$ cat src/rtl/riscv_result_checker_table.sv
// result_table: expected-result storage {NINST, ANS}, synchronous write, combinational read.
module result_table #(
    parameter int NUM_TEST = 22,
    parameter int IDX_W    = 5
) (
    input  logic             CLK,
    input  logic             we,
    input  logic [IDX_W-1:0] wa,
    input  logic [63:0]      wdata,
    input  logic [IDX_W-1:0] ra,
    output logic [63:0]      rdata
);

    localparam logic [IDX_W:0] DEPTH = (IDX_W+1)'(NUM_TEST);

    logic [63:0] mem [NUM_TEST];

    always_ff @(posedge CLK) begin
        if (we && ({1'b0, wa} < DEPTH))
            mem[wa] <= wdata;
    end

    always_comb begin
        rdata = '0;
        if ({1'b0, ra} < DEPTH)
            rdata = mem[ra];
    end

endmodule

$ cat config.mk
export PLATFORM = sky130hd
export DESIGN_NAME = result_table
export DESIGN_NICKNAME = d
export VERILOG_FILES = /design/src/rtl/riscv_result_checker_table.sv
export SDC_FILE = /design/constraint.sdc
export NUM_CORES = 1
export LEC_CHECK = 0
export BUFFER_PORTS_ARGS = -buffer_cell sky130_fd_sc_hd__buf_2
export CORE_ASPECT_RATIO = 2
export CORE_UTILIZATION = 50
export CTS_BUF_LIST = sky130_fd_sc_hd__clkbuf_2
export DETAILED_ROUTE_END_ITERATION = 7
export PLACE_DENSITY = 0.63
export SYNTH_ARGS = -nofsm -noshare
export SYNTH_HDL_FRONTEND = slang
export SYNTH_SLANG_ARGS = --single-unit
$ cat constraint.sdc
create_clock -name CLK -period 10.2 [get_ports CLK]
set_clock_uncertainty 0.05 [all_clocks]
set_input_delay 1.02 -clock CLK [delete_from_list [all_inputs] [get_ports CLK]]
set_output_delay 1.02 -clock CLK [all_outputs]
set_load 0.03 [all_outputs]
==> impl_metrics.ini, run 1 <==
[timing]
final_hold_viol_count = 0
drv_slew = 0
worstMarginPinSlew_ns = 1.15
tns_ns = 0
setup_viol = 0
min_period_over_period_pct = 48.5
fmax_mhz = 202
rsz0062_at_grt = false
slew_headroom_pct = 23.6
min_period_ns = 4.95

[worst_setup_path]
required_ns = 9.13
crit_fanout = 67
critPathKind = input port to primary output
arrival_ns = 3.88
end_kind = primary output
start_kind = input port
crit_start = ra[0]

[floorplanning]
rows = 169
die_area_um2 = 109000
die_y_um = 465
coreArea_um2 = 106000
initial_core_util_pct = 50.5
die_w_um = 233
boundaryPins = 140

[layout]
final_cell_area_um2 = 59200
nets = 3009
largest-register = mem
drive_gt1_share_pct = 32.5
area_growth_syn_to_layout_pct = 10.4
multi_input_area_um2 = 10700
final_cells = 4506
reg.largest.list = mem x1408
final_core_util_pct = 55.7
largest_reg_flops = 1408
nFillCells = 8243
regArea_um2 = 42300

[global_routing]
antenna_found_initial = 10
grt_max_degree = 117
gr-usage-all-layers_pct = 25.4
grt_pass1_vias = 29244
gr-total-overflow = 0
grt_pass1_wl_um = 194000

[outcome]
violations = design-rule violations
outcome = finished with violations

[logic_synthesis]
netlist.area_leader.share_pct = 78.9
synthCells = 2493
yosysSeqAreaShare_pct = 78.9
synthesis.area_um2 = 53600
synthDistinctLibCells = 30
ys_warn_count = 0
avgSynthCellArea_um2 = 21.5
ys_seq_elements = 1408
synthTopCellsByArea = edfxtp_1 (79%), mux4_2 (5.4%), mux2i_1 (4.8%)
synthesis.nets = 2569
synth_top_area_cell = edfxtp_1

[routing]
vias = 27624
first_iter_violations = 2866
drc_errors = 28
dr.pass1.iters = 8
post_drt_wl_per_cell_um = 30.0
vias_per_cell = 6.13
ant_nets = 0
drt-total-wl_um = 135000

[placed_design]
dpl_cell_area_um2 = 55900
port_buffers = 139
routabilityCongestion = 0.740
dp_hpwl_um = 65900
post-place-cells = 3918

[power_and_ir_drop]
peakVddDrop_v = 0.0000880
powerDensity_nw_per_um2 = 174
p_leak_nw = 19.7

[clock_network]
cts_sinks = 1408
htree_levels = 5
cts_resized = 0
cts_setup_buffers = 0
cts_tree = done
path_clk_slew_ns = 0.11
cts-root-buf = clkbuf_2
cts_buffers = 315
clock_path_buffers = 4

[hold_path]
min_from = wa[1]
hold_class = input port to flop

[flow_run]
drv_cap = 0
[routing by layer]
layer	track usage (%)	part of all wire [%]	vias to the layer above
met5	0	0.0059	-
met4	9.04	2.8	2
met3	4.95	7.1	301
met1	32.0	37	14460
li1	-	-	11607
met2	43.5	53	1254
[area by class of cell]
cell class / count / area share (%)
diodes: 9 / 0.0381
clock buffers: 453 / 3.83
clock inverters: 60 / 0.436
multi-input cells: 941 / 18.2
flip-flops and latches: 1408 / 71.5
well taps: 1368 / 2.89
repair buffers: 267 / 3.17
[synthesized netlist by cell type (all sizes together)]
master   count
or4b         1
a2bb2oi      1
nand4       64
nand2        3
a222oi      64
nor2b        2
nand3        3
nor3b        1
or2          1
and3b        1
nor4b        2
nand3b       1
nor2        23
clkbuf      53
edfxtp    1408
nand4bb      2
a22oi       64
nand2b       2
mux4       128
mux2       193
or4          1
o22a       127
nor4bb       2
buf         91
mux2i      255
[metrics by stage]
| step | hold WS [ns] | setup slack [ns] | power, mW |
|---|---|---|---|
| after global routing | 0.0631 | 5.07 | 10.7 |
| final | 0.191 | 5.25 | 10.3 |
| after CTS | 0.0187 | 5.22 | 10.4 |
| after detailed placement | 1.40 | 5.23 | 7.15 |
| after global placement | 1.37 | 5.24 | 7.13 |
| after floorplan | 1.07 | 5.52 | 6.92 |
[report_power, final]
group / switching, mW / internal (mW) / leakage (nW)
registers: 0.0150 / 6.43 / 12.7
clock network: 2.09 / 1.19 / 2.01
logic: 0.387 / 0.209 / 5.03
[logic make-up after synthesis]
family / share of synthesized area [%]
simple gates: 1.20
flops: 78.9
compound gates: 4.18
mux: 14.2
buf+inv: 1.51
[critical path: stages]
cell and delay [ns]:
buf_8 0.48, buf_4 0.93, mux2_2 0.43, a222oi_1 0.33, nand4_1 0.30, buf_2 0.28
[path summary, 6_finish.rpt]
check	depth (start not counted)	endpoint	slack [ns]
hold / removal	3	mem[12][20]	0.19
setup / recovery	6	rdata[16]	5.25
[placed cells by master (no fill, tap or decap), drive strengths merged, types with 23 or more instances in the layout]
| master | count |
|---|---|
| o22a | 127 |
| clkbuf | 453 |
| mux4 | 128 |
| mux2 | 193 |
| a22oi | 64 |
| a222oi | 64 |
| mux2i | 255 |
| clkinv | 54 |
| dlygate4sd3 | 66 |
| nor2 | 23 |
| nand4 | 64 |
| edfxtp | 1408 |
| buf | 201 |
[timing repair]
item | in CTS | in global routing
endpoints found under the hold margin | 1441 | 0
setup endpoints to repair | 0 | 0
hold buffers | 66 | 0
Note: power is estimated with default switching activity, not from simulation.
==> inputs of run 2 (changes only) <==
--- a/config.mk
+++ b/config.mk
@@ -5,12 +5,13 @@
 export SDC_FILE = /design/constraint.sdc
 export NUM_CORES = 1
 export LEC_CHECK = 0
+export ABC_AREA = 1
 export BUFFER_PORTS_ARGS = -buffer_cell sky130_fd_sc_hd__buf_2
 export CORE_ASPECT_RATIO = 2
 export CORE_UTILIZATION = 50
 export CTS_BUF_LIST = sky130_fd_sc_hd__clkbuf_2
 export DETAILED_ROUTE_END_ITERATION = 7
-export PLACE_DENSITY = 0.63
+export PLACE_DENSITY = 0.66
 export SYNTH_ARGS = -nofsm -noshare
 export SYNTH_HDL_FRONTEND = slang
 export SYNTH_SLANG_ARGS = --single-unit
==> constraint.sdc (replaced) <==
create_clock -name CLK -period 4.4 [get_ports CLK]
set_clock_uncertainty 0.05 [all_clocks]
set_input_delay 0.44 -clock CLK [delete_from_list [all_inputs] [get_ports CLK]]
set_output_delay 0.44 -clock CLK [all_outputs]
set_load 0.03 [all_outputs]
==> impl_metrics.ini, run 2 <==
[outcome]
outcome = finished, final reports clean

[layout]
largest-register = mem
largest_reg_flops = 1408
layout_commonest_cell = nand2_1
area_growth_syn_to_layout_pct = 10.2
drive_gt1_share_pct = 13.1
nets = 5978
reg.largest.list = mem x1408
layout_common_cells = nand2_1 (1962), edfxtp_1 (1408), nor2_1 (733)
final_cells = 7620

[flow_run]
drv_cap = 0

[clock_network]
cts_sinks = 1408
cts_tree = done
cts_setup_buffers = 0
path_clk_slew_ns = 0.12
cts-root-buf = clkbuf_2
cts_resized = 0
cts_buffers = 307
clock_path_buffers = 4
htree_levels = 5
cts_hold_buf = 139

[floorplanning]
rows = 178
initial_core_util_pct = 50.4
die_y_um = 489
coreArea_um2 = 118000
die_w_um = 245
die_area_um2 = 120000
boundaryPins = 140

[worst_setup_path]
arrival_ns = 2.99
required_ns = 3.91
start_kind = flop
critPathKind = flop to primary output
crit_buf_inv = 2
cp_top_family = simple AND/OR/NAND/NOR gates
end_kind = primary output
critPathMaxStageDelay_ns = 0.34
cp_slowest_cell = edfxtp_1
crit_fanout = 1
crit_chain = nand2_1 -> nand3_1 -> nand2_1 -> nor2_1 -> nand2_1 -> nand3_1 -> nand2_1 -> inv_1 -> buf_2
crit_path_frequent_cell = nand2_1

[hold_path]
min_path_cells = 5
min_from = wa[0]
whs_endpoint = mem[3][17]
hold_class = input port to flop

[timing]
worstMarginPinSlew_ns = 1.12
setup_viol = 0
tns_ns = 0
final_hold_viol_count = 0
fmax_mhz = 288
drv_slew = 0
min_period_over_period_pct = 79.0
min_period_ns = 3.48
rsz0062_at_grt = false
slew_headroom_pct = 25.1

[global_routing]
grt_pass1_vias = 39356
gr-total-overflow = 0
grt_pass1_wl_um = 235000
gr-usage-all-layers_pct = 26.5
antenna_found_initial = 5
grt_max_degree = 170

[logic_synthesis]
synthesis.nets = 5587
synth_top_area_cell = edfxtp_1
yosysMostFrequentCell = nand2_1
synth_flop_cell = edfxtp_1
netlist.area_leader.share_pct = 71.4
yosysSeqAreaShare_pct = 71.4
synthTopCellsByArea = edfxtp_1 (71%), nand2_1 (12%), nor2_1 (4.7%)
synthesis.area_um2 = 59200
synthDistinctLibCells = 21
ys_warn_count = 0
avgSynthCellArea_um2 = 10.7
ys_seq_elements = 1408
netlist_top_cells_count = nand2_1 (1962), edfxtp_1 (1408), nor2_1 (746)
synthCells = 5511
async_flop_share_pct = 0
synth_edf_count = 1408

[power_and_ir_drop]
combPwrFrac_pct = 8.3
intPower_mw = 18.0
clockPowerShare_pct = 30.3
peakVddDrop_v = 0.000187
p_leak_nw = 26.4
powerDensity_nw_per_um2 = 372
p_sw_share_pct = 25.8
switchingPower_mw = 6.27
pwr-share-seq_pct = 61.4

[placed_design]
port_buffers = 139
routabilityCongestion = 0.778
dp_hpwl_um = 78900
post-place-cells = 6984

[routing]
post_drt_wl_per_cell_um = 20.8
drc_errors = 0
dr.pass1.iters = 6
drt-total-wl_um = 158000
ant_nets = 0
first_iter_violations = 3510
vias_per_cell = 5.28
vias = 40240
-- run 2: kinds of logic after synthesis --
| logic type | share of synthesized area (%) |
|---|---|
| compound gates | 1.48 |
| buf+inv | 5.29 |
| flops | 71.4 |
| simple gates | 21.8 |
-- run 2: per-layer routing --
metal / share of wire (%) / wire [um] / track usage (%) / vias to the layer above
li1: - / - / - / 18985
met1: 38 / 59900 / 31.8 / 19320
met2: 52 / 82100 / 46.9 / 1594
met3: 6.9 / 10900 / 4.51 / 341
met4: 3.3 / 5260 / 11.0 / 0
met5: 0 / 0 / 0 / -
-- run 2: worst max-delay path by stage --
stage / cells past startpoint / slack (ns) / startpoint / end
after floorplan: 4 / -1.42 / wa[3] / mem[2][0]
after global placement: 12 / 1.10 / ra[0] / rdata[4]
after detailed placement: 12 / 1.13 / ra[0] / rdata[4]
after CTS: 9 / 0.74 / mem[4][24] / rdata[24]
after global routing: 9 / 0.68 / mem[4][24] / rdata[24]
final: 9 / 0.92 / mem[4][24] / rdata[24]
-- run 2: per-stage QoR --
stage / worst slack, ns / instance area [um^2] / power [mW] / util (%) / hold slack (ns)
floorplan: -1.42 / 59200 / 16.4 / - / 0.489
global placement: 1.10 / 61500 / 17.1 / 52.3 / 0.816
detailed placement: 1.13 / 61500 / 17.1 / 52.3 / 0.824
CTS: 0.739 / 65300 / 24.5 / 55.5 / 0.0772
global route: 0.676 / 65300 / 25.2 / 55.5 / 0.170
finish: 0.923 / 65300 / 24.3 / 55.5 / 0.259
-- run 2: layout make-up --
class                      count  area, um^2
sequential                  1408       42300
clock inverter                63         253
timing repair buffer         369        3160
tap                         1530        1910
fill                       10095       52300
multi-input combinational   3413       14000
clock buffer                 428        2140
antenna                        6        15.0
inverter                     403        1560
-- run 2: power groups by stage --
stage	Sequential (mW)	Combinational (mW)	Clock, mW
after floorplan	15.2	1.17	0
after global placement	15.2	1.89	0
after detailed placement	15.2	1.91	0
after CTS	14.9	2.02	7.55
after global routing	14.9	2.21	8.08
final	14.9	2.02	7.36
